[config.mk]
export PLATFORM = sky130hd
export DESIGN_NAME = module_keypad_scanner_flat
export DESIGN_NICKNAME = d
export VERILOG_FILES = /design/src/rtl/module_keypad_scanner_if.sv /design/src/rtl/module_keypad_scanner.sv /design/src/flat_wrapper.sv
export SDC_FILE = /design/constraint.sdc
export NUM_CORES = 1
export LEC_CHECK = 0
export CORE_ASPECT_RATIO = 1.5
export CORE_UTILIZATION = 50
export CTS_CLUSTER_DIAMETER = 50
export CTS_CLUSTER_SIZE = 30
export DETAILED_ROUTE_END_ITERATION = 6
export PLACE_DENSITY = 0.7
export SLEW_MARGIN = 10
export SYNTH_ARGS = -nofsm -noshare
export SYNTH_HDL_FRONTEND = slang
export SYNTH_SLANG_ARGS = --single-unit
[constraint.sdc]
create_clock -name clk -period 2.5 [get_ports clk]
set_clock_uncertainty 0.2 [all_clocks]
set_input_delay 0.5 -clock clk [delete_from_list [all_inputs] [get_ports clk]]
set_output_delay 0.5 -clock clk [all_outputs]
set_load 0.005 [all_outputs]
[src/rtl/module_keypad_scanner_if.sv]
// rtl/module_keypad_scanner_if.sv - key code valid/ready handshake between scanner and operand entry
interface module_keypad_scanner_if;
    logic [3:0] key_code;
    logic       key_valid;
    logic       key_ready;
    logic       overrun;

    modport master (
        output key_code,
        output key_valid,
        output overrun,
        input  key_ready
    );

    modport slave (
        input  key_code,
        input  key_valid,
        input  overrun,
        output key_ready
    );
endinterface

[src/rtl/module_keypad_scanner.sv]
// rtl/module_keypad_scanner.sv - 4x4 active-low keypad scanner with tick prescaler, debounce and key handshake
module module_keypad_scanner #(
    parameter int COUNT    = 13500,
    parameter int DEBOUNCE = 8
) (
    input  logic                     clk,
    input  logic                     rst,
    input  logic [3:0]               col_in,
    output logic [3:0]               row_out,
    module_keypad_scanner_if.master  key
);

    localparam int CW = (COUNT > 1) ? $clog2(COUNT) : 1;
    localparam int DW = $clog2(DEBOUNCE + 1);
    localparam logic [CW-1:0] CNT_MAX = CW'(COUNT - 1);
    localparam logic [DW-1:0] DB_LAST = DW'(DEBOUNCE - 1);

    typedef enum logic [1:0] {
        S_SCAN,
        S_DEBOUNCE,
        S_HOLD
    } state_t;

    state_t        state_q, state_d;
    logic [1:0]    row_idx_q, row_idx_d;
    logic [1:0]    col_idx_q, col_idx_d;
    logic [DW-1:0] db_cnt_q, db_cnt_d;
    logic [DW-1:0] rel_cnt_q, rel_cnt_d;
    logic [CW-1:0] cnt;
    logic          tick;
    logic [3:0]    col_meta;
    logic [3:0]    col_s;
    logic          col_any;
    logic [1:0]    lo_col;
    logic          col_hit;
    logic          accept;

    assign tick = (cnt == CNT_MAX);

    always_ff @(posedge clk or negedge rst) begin
        if (!rst) begin
            cnt <= '0;
        end else if (tick) begin
            cnt <= '0;
        end else begin
            cnt <= cnt + 1'b1;
        end
    end

    // Pads idle high, so the synchroniser resets to "no column pressed".
    always_ff @(posedge clk or negedge rst) begin
        if (!rst) begin
            col_meta <= 4'b1111;
            col_s    <= 4'b1111;
        end else begin
            col_meta <= col_in;
            col_s    <= col_meta;
        end
    end

    assign col_any = ~&col_s;
    assign col_hit = ~col_s[col_idx_q];

    always_comb begin
        lo_col = 2'd0;
        if (!col_s[0]) begin
            lo_col = 2'd0;
        end else if (!col_s[1]) begin
            lo_col = 2'd1;
        end else if (!col_s[2]) begin
            lo_col = 2'd2;
        end else if (!col_s[3]) begin
            lo_col = 2'd3;
        end
    end

    always_ff @(posedge clk or negedge rst) begin
        if (!rst) begin
            state_q   <= S_SCAN;
            row_idx_q <= 2'd0;
            col_idx_q <= 2'd0;
            db_cnt_q  <= '0;
            rel_cnt_q <= '0;
            row_out   <= 4'b1110;
        end else begin
            state_q   <= state_d;
            row_idx_q <= row_idx_d;
            col_idx_q <= col_idx_d;
            db_cnt_q  <= db_cnt_d;
            rel_cnt_q <= rel_cnt_d;
            row_out   <= ~(4'b0001 << row_idx_d);
        end
    end

    always_comb begin
        state_d   = state_q;
        row_idx_d = row_idx_q;
        col_idx_d = col_idx_q;
        db_cnt_d  = db_cnt_q;
        rel_cnt_d = rel_cnt_q;
        accept    = 1'b0;
        if (tick) begin
            unique case (state_q)
                S_SCAN: begin
                    if (col_any) begin
                        col_idx_d = lo_col;
                        db_cnt_d  = DW'(1);
                        state_d   = S_DEBOUNCE;
                    end else begin
                        row_idx_d = row_idx_q + 2'd1;
                    end
                end
                S_DEBOUNCE: begin
                    if (col_hit) begin
                        if (db_cnt_q == DB_LAST) begin
                            accept    = 1'b1;
                            rel_cnt_d = '0;
                            state_d   = S_HOLD;
                        end else begin
                            db_cnt_d = db_cnt_q + 1'b1;
                        end
                    end else begin
                        row_idx_d = row_idx_q + 2'd1;
                        state_d   = S_SCAN;
                    end
                end
                S_HOLD: begin
                    // Only a run of DEBOUNCE high samples counts as a release.
                    if (!col_hit) begin
                        if (rel_cnt_q == DB_LAST) begin
                            rel_cnt_d = '0;
                            row_idx_d = row_idx_q + 2'd1;
                            state_d   = S_SCAN;
                        end else begin
                            rel_cnt_d = rel_cnt_q + 1'b1;
                        end
                    end else begin
                        rel_cnt_d = '0;
                    end
                end
                default: begin
                    state_d = S_SCAN;
                end
            endcase
        end
    end

    // A same-cycle handshake frees the holding slot, so the new key loads instead of overrunning.
    always_ff @(posedge clk or negedge rst) begin
        if (!rst) begin
            key.key_code  <= 4'd0;
            key.key_valid <= 1'b0;
            key.overrun   <= 1'b0;
        end else begin
            key.overrun <= 1'b0;
            if (accept) begin
                if (!key.key_valid || key.key_ready) begin
                    key.key_code  <= {row_idx_q, col_idx_q};
                    key.key_valid <= 1'b1;
                end else begin
                    key.overrun <= 1'b1;
                end
            end else if (key.key_valid && key.key_ready) begin
                key.key_valid <= 1'b0;
            end
        end
    end

endmodule

[src/flat_wrapper.sv]
// flat-port wrapper written by rule: the top's interface ports become plain ports
module module_keypad_scanner_flat 
#(
    parameter int COUNT    = 13500,
    parameter int DEBOUNCE = 8
)
  (clk, rst, col_in, row_out, key_key_code, key_key_valid, key_overrun, key_key_ready);
  module_keypad_scanner_if key_i ();
  input  logic clk;
  input  logic rst;
  input  logic [3:0] col_in;
  output logic [3:0] row_out;
  output wire logic [$bits(key_i.key_code)-1:0] key_key_code;
  output wire logic [$bits(key_i.key_valid)-1:0] key_key_valid;
  output wire logic [$bits(key_i.overrun)-1:0] key_overrun;
  input wire logic [$bits(key_i.key_ready)-1:0] key_key_ready;
  assign key_key_code = key_i.key_code;
  assign key_key_valid = key_i.key_valid;
  assign key_overrun = key_i.overrun;
  assign key_i.key_ready = key_key_ready;
  module_keypad_scanner #(.COUNT(COUNT), .DEBOUNCE(DEBOUNCE)) u_core (.clk(clk), .rst(rst), .col_in(col_in), .row_out(row_out), .key(key_i));
endmodule
==> results of run 1 <==
==> flip-flops by register name, indices dropped and copies added, names as in the netlist, 2 cells and up <==
name                 cells
u_core.cnt              14
u_core.col_idx_q         2
u_core.col_meta          4
u_core.col_s             4
u_core.db_cnt_q          4
u_core.key.key_code      4
u_core.rel_cnt_q         4
u_core.row_idx_q         2
u_core.row_out           4
u_core.state_q           2
==> metrics by stage <==
stage	power, uW	setup WS, ps
finish	1263	192.3
global route	1315	3.276
CTS	1285	153.2
detailed placement	806.3	173.6
global placement	804.6	251.0
floorplan	779.4	280.1
==> cells in the mapped netlist (all sizes together) <==
cell type  count
dfrtp         35
nand2         23
nor2          15
nand3         14
dfstp         11
o21ai          8
xor2           8
ha             7
inv            7
mux2           7
nand2b         6
nand4          5
xnor2          4
a31oi          3
and3           3
nand3b         3
nor4           3
o31ai          3
a21oi          2
and3b          2
and4           2
clkbuf         2
nand4bb        2
nor3           2
a21o           1
a221o          1
a32oi          1
a41o           1
and2           1
mux2i          1
mux4           1
nor2b          1
o2111ai        1
o22ai          1
or3            1
or4            1
or4b           1
==> kinds of logic after synthesis <==
group / share of synthesized area, %
AND/OR/NAND/NOR: 22.55
flip-flops: 54.67
AO/OA/AOI/OAI: 6.929
XOR/XNOR: 4.932
buffers and inverters: 1.586
multiplexers: 5.226
adder cells (fa/ha/maj): 4.110
==> layer usage <==
layer,global-route usage (%),up-vias,wire length [microns]
li1,-,716,-
met1,20.16,742,1515
met2,39.52,21,2337
met3,3.937,8,91
met4,10.75,0,114
met5,0,-,0
==> worst min path at each step <==
stage,startpoint,end,slack [ps],depth (start not counted)
floorplan,rst,u_core.cnt[0],4,0
global placement,u_core.col_meta[3],u_core.col_s[3],150,0
detailed placement,u_core.col_meta[1],u_core.col_s[1],150,0
CTS,rst,u_core.key.key_code[1],80,2
global route,rst,u_core.key.key_code[1],120,2
finish,rst,u_core.db_cnt_q[1],70,2
==> critical path, delay by kind of cell, from the launching register on <==
kind          cells  cell delay (ps)
mux               2             1000
simple gates      2              560
flops             1              420
==> layout make-up <==
cell class / instances / share of cell area, %
clock buffers: 5 / 2.803
clock inverters: 3 / 1.172
inverters: 7 / 1.070
multi-input cells: 135 / 37.97
flip-flops and latches: 46 / 47.45
well taps: 45 / 2.294
repair buffers: 19 / 7.238
==> power groups by stage <==
stage	combinational, uW	clock, uW	sequential (uW)
global placement	31.0	0	774
floorplan	6.44	0	773
global route	35.4	518	761
finish	30.8	472	760
detailed placement	31.9	0	774
CTS	32.1	493	760
==> run metrics, run 1 <==
first-pass GRT wire length 7113 microns; first-pass iteration count of the detailed router 6; Placed Cells incl. Taps 252; CTS resizes 0; largest net degree at the start of global routing 47; final period utilization 92.31%; # DRC 0; register area share after synthesis 54.67%; Die Y 81.95 microns; Post-CTS Setup Bufs 0; Worst Path Required 2480 ps; area share of the largest cell type after synthesis 41.10%; Top Ports 17; Fin Setup TNS 0 ps; final-report hold violation count 0; Leakage 0.001118 uW; Worst R2R End u_core.key.key_code[3]; final cell count without fillers 260; crit path to u_core.key.key_code[3]; share of cells above drive strength 1 16.28%; reg2reg start u_core.col_idx_q[0]; Max Cap Viol 0; HPWL Detailed 3074 microns; area grow syn2layout 15.21%; Slew headroom 62.86%; clock buffer depth 2; fin crit period 2308 ps; remaining global-route overflow 0; DR iter-0 viols 52; Critical Path End Type flop; maximum vdd drop 0.5889 mV; Global Route Usage Sum 20.27%; Final setup viols 0; syn nets 204; commonest non-fill, non-tap cell in the layout dfrtp_1; synth unique cells 40; initial antenna violation count 0; Placer Congestion 0.9044; commonest non-fill, non-tap cells in the layout dfrtp_1 (35), nand2_1 (23), nor2_1 (15), clkdlybuf4s50_1 (15), nand3_1 (13); Slew Viols, Final 0; crit-path max cell delay 630 ps; nets 228; total CTS buffers 5; Final Cell Area 2455 sq um; Placed Area 2357 sq um; core area 4029 sq um; syn avg cell area 11.21 sq um; Worst-Skew Late Latency 300 ps; Reg area 1165 sq um; internal power 976.3 uW; status finished clean; Initial Util 52.89%; clk root buf clkbuf_8; fmax 0.4333 GHz; Worst R2R Path Depth 4; RSZ-0062 raised after global routing no; slowest cell on the critical path mux4_2; Arrival @ worst endpoint 2290 ps; routed len/inst 15.61 microns; CP Cell Sequence mux4_2, nor2_1, and4_1, mux2_2; worst hold slack 68.04 ps; post-route ant nets 0; Hold/Removal Path Class in2async; Reg power frac 60.2%; Mapped Area 2131 sq um; Ant. Diodes 0; largest cells by area after synthesis dfrtp_1 (41%), dfstp_2 (14%), ha_1 (4.1%); cells after synthesis 190; vias in the first global route 1601; Psw 286.6 uW; filler cell count 356; via count 1487; H-tree Lvls 2; Critical path origin u_core.col_idx_q[0]; CTS tree built; Yosys top cell by area dfrtp_1; switching share of power 22.69%; Num Clock Sinks 46; post-route core utilization 60.93%; cts-stage hold buffer count 0; Yosys warning count 0; Comb power frac 2.4%; Reg clk slew, reported paths 90 ps; Die Footprint 4532 sq um; maximum fanout along the worst path 10; Horiz. Die Dim 55.30 microns; site row count 28; via/cell ratio 5.719; WL final 4059 microns; synthesized flop and latch total 46; critical path launch point type flop; R2R setup slack 190 ps; port bufs 16; Clock Power Share 37.3%; Worst Tran Pin Value 557.2 ps; Setup CP Type reg2reg; footprint of the multi-input gates 932.1 sq um; Pwr Density 514.4 nW/um^2
No activity file was read; power rests on OpenSTA's default activity.
==> run 2, diff against run 1 <==
RECOVER_POWER = 25   (was not set)
==> run 2 against run 1 <==
  * Via count about the same
  * Die area is the same
  * Flip-flop and latch count unchanged
  * Register-to-register slack about the same
  * Combinational power shrank 6%
  * Worst setup slack stayed put
  * Maximum frequency unchanged
  * Global-route usage unchanged
  * Power is 0.14% lower
  * Routed wire length about the same
  * Cell count unchanged
  * Clock power is essentially flat
  * Largest power group unchanged
==> run metrics, run 2 (same netlist as run 1, synthesis figures left out) <==
Ant. Diodes 0 (unchanged); fmax 0.4333 GHz (unchanged); first-pass GRT wire length 7113 microns (unchanged); largest net degree at the start of global routing 47 (unchanged); first-pass iteration count of the detailed router 6 (unchanged); clk root buf clkbuf_8 (unchanged); Placed Cells incl. Taps 252 (unchanged); core area 4029 sq um (unchanged); final period utilization 92.31% (unchanged); CTS resizes 0 (unchanged); post-route core utilization 60.87% (was 60.93%); Leakage 0.001118 uW (about the same); crit-path max cell delay 630 ps (about the same); Worst-Skew Late Latency 300 ps (about the same); CP Cell Sequence mux4_2, nor2_1, and4_1, mux2_2 (unchanged); DR iter-0 viols 51 (was 52); max reg flops 14 (unchanged); WP buf/inv 0 (unchanged); reg2reg start u_core.col_idx_q[0] (unchanged); nets 228 (unchanged); # DRC 0 (unchanged); Hold/Removal Path Class reg2reg (was in2async); Critical path origin u_core.col_idx_q[0] (unchanged); remaining global-route overflow 0 (unchanged); status finished clean (unchanged); Num Clock Sinks 46 (unchanged); fin crit period 2308 ps (unchanged); Reg area 1165 sq um (unchanged); Initial Util 52.89% (unchanged); Worst Tran Pin Value 1094 ps (was 557.2 ps); crit path to u_core.key.key_code[3] (unchanged); total CTS buffers 5 (unchanged); Setup CP Type reg2reg (unchanged); Worst R2R End u_core.key.key_code[3] (unchanged); routed len/inst 15.60 microns (was 15.61 microns); Critical Path End Type flop (unchanged); vias in the first global route 1601 (unchanged); area grow syn2layout 15.09% (was 15.21%); CP Depth 4 (unchanged); Final setup viols 0 (unchanged); commonest non-fill, non-tap cells in the layout dfrtp_1 (35), nand2_1 (23), nor2_1 (15) (was dfrtp_1 (35), nand2_1 (23), nor2_1 (15), clkdlybuf4s50_1 (15), nand3_1 (13)); post-route ant nets 0 (unchanged); filler cell count 357 (was 356); initial antenna violation count 0 (unchanged); final-report hold violation count 0 (unchanged); via/cell ratio 5.723 (was 5.719); Global Route Usage Sum 20.27% (unchanged); Fin Setup TNS 0 ps (unchanged); CTS tree built (unchanged); Horiz. Die Dim 55.30 microns (unchanged); RSZ-0062 raised after global routing no (unchanged); site row count 28 (unchanged); Pwr Density 514.2 nW/um^2 (was 514.4 nW/um^2); slowest cell on the critical path mux4_2 (unchanged); HPWL Detailed 3074 microns (unchanged); H-tree Lvls 2 (unchanged); footprint of the multi-input gates 932.1 sq um (unchanged); Max Cap Viol 0 (unchanged); WL final 4056 microns (was 4059 microns); Post-CTS Setup Bufs 0 (unchanged); maximum vdd drop 0.5887 mV (was 0.5889 mV); Slew headroom 27.08% (was 62.86%); commonest non-fill, non-tap cell in the layout dfrtp_1 (unchanged); Reg with most FFs u_core.cnt (unchanged); Arrival @ worst endpoint 2290 ps (about the same); Die Footprint 4532 sq um (unchanged); cts-stage hold buffer count 0 (unchanged); clock buffer depth 2 (unchanged); via count 1488 (was 1487); Die Y 81.95 microns (unchanged); Worst Path Required 2480 ps (about the same); final cell count without fillers 260 (unchanged); Top Ports 17 (unchanged); Slew Viols, Final 0 (unchanged); Worst R2R Path Depth 4 (unchanged); share of cells above drive strength 1 16.28% (unchanged); R2R setup slack 190 ps (about the same); port bufs 16 (unchanged); CP delay by family, top multiplexers (unchanged); Placer Congestion 0.9044 (unchanged); critical path launch point type flop (unchanged); Reg clk slew, reported paths 90 ps (about the same); maximum fanout along the worst path 10 (unchanged)
## run 2: cell types whose count changed in the layout (fill, tap and decap cells not counted)
cell | previous run | this run
dlygate4sd3_1 | 0 | 4
clkbuf_2 | 0 | 1
clkdlybuf4s50_1 | 15 | 11
buf_4 | 3 | 2
## run 2: report_power, final
group / total [uW] / switching, uW / internal (uW) / leakage (uW)
Sequential: 761 / 4.81 / 756 / 0.000590
Combinational: 29.0 / 18.9 / 10.0 / 0.000477
Clock: 472 / 263 / 209 / 0.0000506
## run 2: how the worst min path moves through the flow
stage | from | endpoint | slack (ps) | cells past startpoint
finish | u_core.col_meta[3] | u_core.col_s[3] | 160 | 0
global route | u_core.col_meta[1] | u_core.col_s[1] | 170 | 0
CTS | rst | u_core.key.key_code[1] | 80 | 2
detailed placement | u_core.col_meta[1] | u_core.col_s[1] | 150 | 0
global placement | u_core.col_meta[3] | u_core.col_s[3] | 150 | 0
floorplan | rst | u_core.cnt[0] | 4 | 0
## run 2: layout make-up
class	instances	share of cell area [%]
flip-flops and latches	46	47.50
well taps	45	2.296
clock inverters	3	1.173
repair buffers	19	7.143
multi-input cells	135	38.01
inverters	7	1.071
clock buffers	5	2.806
## run 2: worst register-to-register path: cells and delay by family, from the launching register on
family	cells	cell delay (ps)
flops	1	420
simple gates	2	560
mux	2	1000
## run 2: per-layer routing
metal	GRT usage, %	share of wire, %	routed length [microns]	up-vias
met4	10.75	2.8	114	0
met3	3.937	2.2	91	8
met2	39.52	58	2336	21
met1	20.16	37	1513	742
li1	-	-	-	717
met5	0	0	0	-
## run 2: per-stage QoR
| step | power (uW) | area [sq um] | setup WS, ps | hold WS, ps |
|---|---|---|---|---|
| finish | 1261 | 2452 | 192.3 | 161.3 |
| global route | 1313 | 2452 | 3.276 | 167.1 |
| CTS | 1285 | 2455 | 153.2 | 76.31 |
| detailed placement | 806.3 | 2357 | 173.6 | 147.5 |
| global placement | 804.6 | 2357 | 251.0 | 145.3 |
| floorplan | 779.4 | 2131 | 280.1 | 4.409 |
